===== src/rtl/rf_rom_walker_pkg.sv =====
// Shared types and constants for the refresh-interval decision-tree walker:
// node word layout, FSM states, feature selector codes and leaf results.
package rf_walker_pkg;

  localparam int FEAT_W = 8;
  localparam int PC_W   = 6;

  typedef logic [2:0] sel_t;

  localparam sel_t SEL_LEAF    = 3'd0;
  localparam sel_t SEL_REQ     = 3'd1;
  localparam sel_t SEL_LOAD    = 3'd2;
  localparam sel_t SEL_LLC     = 3'd3;
  localparam sel_t SEL_RISK    = 3'd4;
  localparam sel_t SEL_RB_LOC  = 3'd5;
  localparam sel_t SEL_RB_CONF = 3'd6;
  localparam sel_t SEL_ZERO    = 3'd7;

  localparam logic [FEAT_W-1:0] T32 = 8'd32;
  localparam logic [FEAT_W-1:0] T48 = 8'd48;
  localparam logic [FEAT_W-1:0] T64 = 8'd64;

  typedef struct packed {
    sel_t              sel;
    logic [FEAT_W-1:0] thr;
    logic [PC_W-1:0]   if_true;
    logic [PC_W-1:0]   if_false;
  } instr_t;

  typedef enum logic [1:0] {
    ST_IDLE = 2'd0,
    ST_WALK = 2'd1,
    ST_DONE = 2'd2
  } state_t;

  function automatic instr_t mk_node(input sel_t sel, input logic [FEAT_W-1:0] thr,
                                     input logic [PC_W-1:0] t, input logic [PC_W-1:0] f);
    instr_t n;
    n.sel      = sel;
    n.thr      = thr;
    n.if_true  = t;
    n.if_false = f;
    return n;
  endfunction

  // A leaf carries its result in the threshold field.
  function automatic instr_t mk_leaf(input logic [FEAT_W-1:0] result);
    return mk_node(SEL_LEAF, result, '0, '0);
  endfunction

endpackage


===== src/rtl/rf_rom_walker_if.sv =====
// Request/result bundle between the feature counters, the walker and the
// refresh-rate controller.
interface rf_rom_walker_if;
  import rf_walker_pkg::*;

  logic              start;
  logic [FEAT_W-1:0] req_per_cycle;
  logic [FEAT_W-1:0] conflict_load;
  logic [FEAT_W-1:0] llc_miss;
  logic [FEAT_W-1:0] traffic_risk;
  logic [FEAT_W-1:0] rb_locality;
  logic [FEAT_W-1:0] rb_conflict;
  logic [FEAT_W-1:0] t_refi;
  logic              done;

  modport master (
    output start, req_per_cycle, conflict_load, llc_miss,
           traffic_risk, rb_locality, rb_conflict,
    input  t_refi, done
  );

  modport slave (
    input  start, req_per_cycle, conflict_load, llc_miss,
           traffic_risk, rb_locality, rb_conflict,
    output t_refi, done
  );

endinterface


===== src/rtl/rf_rom_walker_rom.sv =====
// Fixed 64-entry decision-tree node table, looked up combinationally by pc.
module rf_tree_rom
  import rf_walker_pkg::*;
(
  input  logic [PC_W-1:0] pc,
  output instr_t          instr
);

  always_comb begin
    instr = mk_leaf(T32);
    case (pc)
      6'd0:    instr = mk_node(SEL_LLC,     8'd41,  6'd1,  6'd25);
      6'd1:    instr = mk_node(SEL_REQ,     8'd1,   6'd2,  6'd7);
      6'd2:    instr = mk_node(SEL_RB_LOC,  8'd247, 6'd3,  6'd6);
      6'd3:    instr = mk_node(SEL_RISK,    8'd0,   6'd4,  6'd62);
      6'd4:    instr = mk_leaf(T48);
      6'd6:    instr = mk_leaf(T64);
      6'd7:    instr = mk_node(SEL_REQ,     8'd1,   6'd8,  6'd15);
      6'd8:    instr = mk_node(SEL_RB_LOC,  8'd237, 6'd9,  6'd12);
      6'd9:    instr = mk_node(SEL_RISK,    8'd0,   6'd10, 6'd11);
      6'd10:   instr = mk_leaf(T32);
      6'd11:   instr = mk_node(SEL_RB_LOC,  8'd128, 6'd63, 6'd63);
      6'd12:   instr = mk_node(SEL_REQ,     8'd1,   6'd62, 6'd63);
      6'd15:   instr = mk_node(SEL_RB_LOC,  8'd154, 6'd16, 6'd17);
      6'd16:   instr = mk_leaf(T32);
      6'd17:   instr = mk_node(SEL_REQ,     8'd6,   6'd18, 6'd19);
      6'd18:   instr = mk_node(SEL_RB_LOC,  8'd169, 6'd62, 6'd63);
      6'd19:   instr = mk_node(SEL_REQ,     8'd18,  6'd20, 6'd21);
      6'd20:   instr = mk_node(SEL_LLC,     8'd33,  6'd62, 6'd63);
      6'd25:   instr = mk_node(SEL_RB_CONF, 8'd4,   6'd26, 6'd29);
      6'd61:   instr = mk_leaf(T32);
      6'd62:   instr = mk_leaf(T48);
      6'd63:   instr = mk_leaf(T64);
      default: instr = mk_leaf(T32);
    endcase
  end

endmodule


===== src/rtl/rf_rom_walker.sv =====
// Decision-tree walker: samples six features on start, walks the node ROM one
// node per clock and reports the predicted tREFI class with a done strobe.
module rf_rom_walker
  import rf_walker_pkg::*;
(
  input  logic          clk,
  input  logic          rst_n,
  rf_rom_walker_if.slave bus
);

  localparam int N_FEAT = 6;

  state_t            state_reg, state_next;
  logic [PC_W-1:0]   pc_reg, pc_next;
  logic [FEAT_W-1:0] t_refi_reg, t_refi_next;
  logic              done_reg, done_next;
  logic [FEAT_W-1:0] hold_reg [N_FEAT];
  logic [FEAT_W-1:0] feat_in  [N_FEAT];
  logic              sample;
  logic [FEAT_W-1:0] feature;
  instr_t            instr;

  // Index i holds the feature selected by sel = i+1.
  assign feat_in[0] = bus.req_per_cycle;
  assign feat_in[1] = bus.conflict_load;
  assign feat_in[2] = bus.llc_miss;
  assign feat_in[3] = bus.traffic_risk;
  assign feat_in[4] = bus.rb_locality;
  assign feat_in[5] = bus.rb_conflict;

  rf_tree_rom u_rom (
    .pc    (pc_reg),
    .instr (instr)
  );

  always_comb begin
    feature = '0;
    case (instr.sel)
      SEL_REQ:     feature = hold_reg[0];
      SEL_LOAD:    feature = hold_reg[1];
      SEL_LLC:     feature = hold_reg[2];
      SEL_RISK:    feature = hold_reg[3];
      SEL_RB_LOC:  feature = hold_reg[4];
      SEL_RB_CONF: feature = hold_reg[5];
      default:     feature = '0;
    endcase
  end

  always_comb begin
    state_next  = state_reg;
    pc_next     = pc_reg;
    t_refi_next = t_refi_reg;
    done_next   = done_reg;
    sample      = 1'b0;
    case (state_reg)
      ST_IDLE: begin
        done_next = 1'b0;
        if (bus.start) begin
          sample     = 1'b1;
          pc_next    = '0;
          state_next = ST_WALK;
        end
      end
      ST_WALK: begin
        if (instr.sel == SEL_LEAF) begin
          t_refi_next = instr.thr;
          done_next   = 1'b1;
          state_next  = ST_DONE;
        end else begin
          pc_next = (feature <= instr.thr) ? instr.if_true : instr.if_false;
        end
      end
      ST_DONE: begin
        // done stays up as long as the requester keeps start high.
        if (!bus.start) begin
          done_next  = 1'b0;
          state_next = ST_IDLE;
        end else begin
          done_next = 1'b1;
        end
      end
      default: begin
        done_next  = 1'b0;
        state_next = ST_IDLE;
      end
    endcase
  end

  always_ff @(posedge clk or negedge rst_n) begin
    if (!rst_n) begin
      state_reg  <= ST_IDLE;
      pc_reg     <= '0;
      t_refi_reg <= '0;
      done_reg   <= 1'b0;
      for (int i = 0; i < N_FEAT; i++) hold_reg[i] <= '0;
    end else begin
      state_reg  <= state_next;
      pc_reg     <= pc_next;
      t_refi_reg <= t_refi_next;
      done_reg   <= done_next;
      if (sample) begin
        for (int i = 0; i < N_FEAT; i++) hold_reg[i] <= feat_in[i];
      end
    end
  end

  assign bus.t_refi = t_refi_reg;
  assign bus.done   = done_reg;

endmodule


===== src/flat_wrapper.sv =====
// flat-port wrapper written by rule: the top's interface ports become plain ports
module rf_rom_walker_flat import rf_walker_pkg::*;
  (clk, rst_n, bus_start, bus_req_per_cycle, bus_conflict_load, bus_llc_miss, bus_traffic_risk, bus_rb_locality, bus_rb_conflict, bus_t_refi, bus_done);
  rf_rom_walker_if bus_i ();
  input  logic clk;
  input  logic rst_n;
  input wire logic [$bits(bus_i.start)-1:0] bus_start;
  input wire logic [$bits(bus_i.req_per_cycle)-1:0] bus_req_per_cycle;
  input wire logic [$bits(bus_i.conflict_load)-1:0] bus_conflict_load;
  input wire logic [$bits(bus_i.llc_miss)-1:0] bus_llc_miss;
  input wire logic [$bits(bus_i.traffic_risk)-1:0] bus_traffic_risk;
  input wire logic [$bits(bus_i.rb_locality)-1:0] bus_rb_locality;
  input wire logic [$bits(bus_i.rb_conflict)-1:0] bus_rb_conflict;
  output wire logic [$bits(bus_i.t_refi)-1:0] bus_t_refi;
  output wire logic [$bits(bus_i.done)-1:0] bus_done;
  assign bus_i.start = bus_start;
  assign bus_i.req_per_cycle = bus_req_per_cycle;
  assign bus_i.conflict_load = bus_conflict_load;
  assign bus_i.llc_miss = bus_llc_miss;
  assign bus_i.traffic_risk = bus_traffic_risk;
  assign bus_i.rb_locality = bus_rb_locality;
  assign bus_i.rb_conflict = bus_rb_conflict;
  assign bus_t_refi = bus_i.t_refi;
  assign bus_done = bus_i.done;
  rf_rom_walker u_core (.clk(clk), .rst_n(rst_n), .bus(bus_i));
endmodule

===== config.mk =====
export PLATFORM = sky130hd
export DESIGN_NAME = rf_rom_walker_flat
export DESIGN_NICKNAME = d
export VERILOG_FILES = /design/src/rtl/rf_rom_walker_pkg.sv /design/src/rtl/rf_rom_walker_if.sv /design/src/rtl/rf_rom_walker_rom.sv /design/src/rtl/rf_rom_walker.sv /design/src/flat_wrapper.sv
export SDC_FILE = /design/constraint.sdc
export NUM_CORES = 1
export LEC_CHECK = 0
export ABC_AREA = 1
export BUFFER_PORTS_ARGS = -buffer_cell sky130_fd_sc_hd__buf_2
export CAP_MARGIN = 25
export CORE_ASPECT_RATIO = 0.8
export CORE_MARGIN = 10
export CORE_UTILIZATION = 40
export CTS_CLUSTER_DIAMETER = 40
export DETAILED_ROUTE_END_ITERATION = 10
export PLACE_DENSITY = 0.61
export SLEW_MARGIN = 20
export SYNTH_ARGS = -nofsm -noshare
export SYNTH_HDL_FRONTEND = slang
export SYNTH_SLANG_ARGS = --single-unit

===== constraint.sdc =====
create_clock -name clk -period 3.65 [get_ports clk]
set_input_delay 0.5475 -clock clk [delete_from_list [all_inputs] [get_ports clk]]
set_output_delay 0.5475 -clock clk [all_outputs]
set_load 0.005 [all_outputs]

==> flow_summary_export.csv <==
group,metric,value,unit
sta,timing.fmax,297.3,MHz
logic_synthesis,syn_inst,513,
critical_path,cp-end-kind,"flip-flop",
power,powerDensity,947.0,nW/um^2
clock_tree,clockBufferDepth,2,
route,drc,0,
critical_path,reg2reg_from,"u_core.pc_reg[1]",
route,dr.pass1.iters,5,
global_route,antenna_found_initial,0,
critical_path,ff2ff_setup_slack,0.29,ns
logic_synthesis,yosysSeqAreaShare,39.65,%
critical_path,worstSetupStartpointType,"flip-flop",
sta,fin_crit,3.363,ns
place,dp_hpwl,8.863,mm
final_layout,syn2layout_area_growth,20.52,%
global_route,grt_first_pass_wirelength,17.99,mm
place,io_buffer_count,59,
floorplanning,die_h,110.6,um
logic_synthesis,synth_flop_cell,"dfrtp_1",
sta,worstMarginPinSlew,0.5865,ns
final_layout,nNetsFinal,648,
floorplanning,die_area,14730,um^2
floorplanning,num_rows,32,
critical_path,cpMaxStageDelayCell,"dfrtp_2",
route,routed_wl,11.50,mm
floorplanning,initial_utilization,41.82,%
power,switchingPower,2038,uW
critical_path,crit_fanout,15,
power,ir_drop,0.4883,mV
route,wl_per_cell,15.99,um
sta,finalMaxSlewViolations,0,
critical_path,crit_start,"u_core.pc_reg[1]",
power,sequentialPowerShare,27.0,%
global_route,grt_max_degree,38,
critical_path,path_class,"flip-flop to flip-flop",
clock_tree,path_clk_slew,0.05,ns
clock_tree,cts.sinks,65,
final_layout,most-common-layout-cells,"nand2_1 (123), dfrtp_1 (62), buf_2 (59)",
clock_tree,ctsRootBufferMaster,"clkbuf_16",
sta,fin_crit_sh,92.15,%
route,drtIter0Drc,254,
sta,slew_headroom,60.90,%
logic_synthesis,synth_area_per_cell,7.997,um^2
critical_path,crit_family,"simple AND/OR/NAND/NOR gates",
global_route,globalRouteTotalUtil,14.92,%
logic_synthesis,synth_edf_count,0,
route,ant_nets,0,
route,num_vias,3719,
status,status,"complete, no violations",
global_route,grt_remaining_overflow,0,
final_layout,largest_reg_flops,48,
logic_synthesis,ys_ff_latch,65,
power,switching_share,43.51,%
power,p_int,2645,uW
clock_tree,clock_latency,0.33,ns
clock_tree,cts.htree.levels,3,
floorplanning,dieWidth,133.2,um
route,vias_per_cell,5.172,
critical_path,cp.required,3.90,ns
sta,finalSetupViolCount,0,
final_layout,drive_gt1_share,28.82,%
clock_tree,numCtsBuffers,9,
sta,skew,0.007129,ns
final_layout,postLayoutCoreUtil,50.41,%
clock_tree,cts_tree,"built",
critical_path,worstPathArrival,3.61,ns
logic_synthesis,syn_nets,581,
floorplanning,fp.coreArea,9809,um^2
power,p_leak,0.002494,uW
logic_synthesis,async_flop_share,100.0,%
logic_synthesis,yosys_warnings,0,
critical_path,cp_slowest_stage_delay,0.45,ns
place,gp_routability_congestion,0.9266,
power,pwr-share-clk,19.5,%
sta,hold_viol_final,0,
critical_path,critPathBufInv,5,
logic_synthesis,netlist_area,4103,um^2
job,drv_cap,0,
sta,timing.hold.ws,0.1450,ns
final_layout,layout_commonest_cell,"nand2_1",
hold_path,hp-class,"input port to async pin",
power,p_comb_share,53.5,%
power,p_total,4683,uW
global_route,grt_pass1_vias,3477,
critical_path,cp_common_cell,"nand2_1",
final_layout,num_antenna_cells,0,
logic_synthesis,synthDistinctLibCells,34,
critical_path,path_cells,"buf_4, ha_2, nand2_1, nand3_2, nand2_1, nand2_2, nand2_8, clkinvlp_4, buf_4, nand3_1, nand2_1, inv_1, nand2_1, ha_1, nand2_1, inv_1, nand2_1, nand2_1, nand2_1, nand2_2, nand2_2, nand2_1, nand3_1, o21ai_1",
floorplanning,io_pins,60,
[cell usage after synthesis, types with 3 or more instances]
master / n / area [um^2]
a21oi_1: 24 / 120.1
buf_1: 3 / 11.26
buf_2: 6 / 30.03
buf_6: 5 / 56.30
clkbuf_1: 6 / 22.52
dfrtp_1: 65 / 1627
ha_1: 17 / 212.7
inv_1: 50 / 187.7
inv_2: 4 / 15.01
mux2_2: 34 / 382.9
nand2_1: 126 / 473.0
nand2_2: 12 / 75.07
nand2_4: 3 / 33.78
nand3_1: 55 / 275.3
nand3_2: 4 / 40.04
nand4_1: 7 / 43.79
nor2_1: 34 / 127.6
o211ai_1: 4 / 30.03
o21ai_0: 21 / 105.1
o21ai_1: 15 / 75.07
[power by group through the flow]
stage          logic (uW)  clock network (uW)  registers [uW]
6_report             2510                 914            1260
5_1_grt              2840                 978            1290
4_1_cts              2370                 935            1260
3_5_place_dp         2360                   0            1270
3_3_place_gp         2320                   0            1260
2_1_floorplan        1840                   0            1180
[routing by layer]
metal | up-vias | track usage [%] | share of wire, %
met1 | 1737 | 22.35 | 50
met3 | 9 | 5.606 | 9.5
met4 | 0 | 3.096 | 0.91
met5 | - | 0 | 0
li1 | 1817 | - | -
met2 | 156 | 19.55 | 40
[worst paths after layout]
check	to	cells past startpoint
max reg2reg	u_core.pc_reg[0]	24
max in group asynchronous	u_core.hold_reg[22]	2
max	u_core.pc_reg[0]	24
min	u_core.bus.t_refi[5]	1
min in group clk	u_core.hold_reg[4]	2
min reg2reg	u_core.bus.t_refi[1]	2
[per-stage QoR]
step | instances | worst slack (ns) | cell area (um^2) | setup TNS (ns)
after floorplan | 513 | 0.7548 | 4103 | 0
after detailed placement | 696 | -0.07008 | 4536 | -0.2391
after global placement | 694 | 0.03847 | 4496 | 0
final | 719 | 0.2867 | 4945 | 0
after CTS | 710 | 0.07400 | 4855 | 0
after global routing | 719 | -0.03474 | 4945 | -0.05641
[layout make-up]
type / count / area, um^2
fill: 967 / 4865
multi-input combinational: 371 / 2155
sequential: 65 / 1630
timing repair buffer: 77 / 452.9
clock buffer: 11 / 252.7
inverter: 56 / 219.0
tap: 136 / 170.2
clock inverter: 3 / 65.06
[timing repair]
item | 4_1_cts | 5_1_grt
endpoints found under the hold margin | 0 | 0
buffers inserted | 0 | 9
setup endpoints to repair | 6 | 6
hold buffers | 0 | 0
resized for setup | 1 | 14
pin swaps | 0 | 2
[cell families after synthesis]
group | Yosys count | synth area share [%]
AND/OR/NAND/NOR | 249 | 28.12
buffers and inverters | 77 | 8.356
AO/OA/AOI/OAI | 71 | 9.363
flip-flops | 65 | 39.65
multiplexers | 34 | 9.332
adder cells (fa/ha/maj) | 17 | 5.184
(Power assumes the default switching activity.)
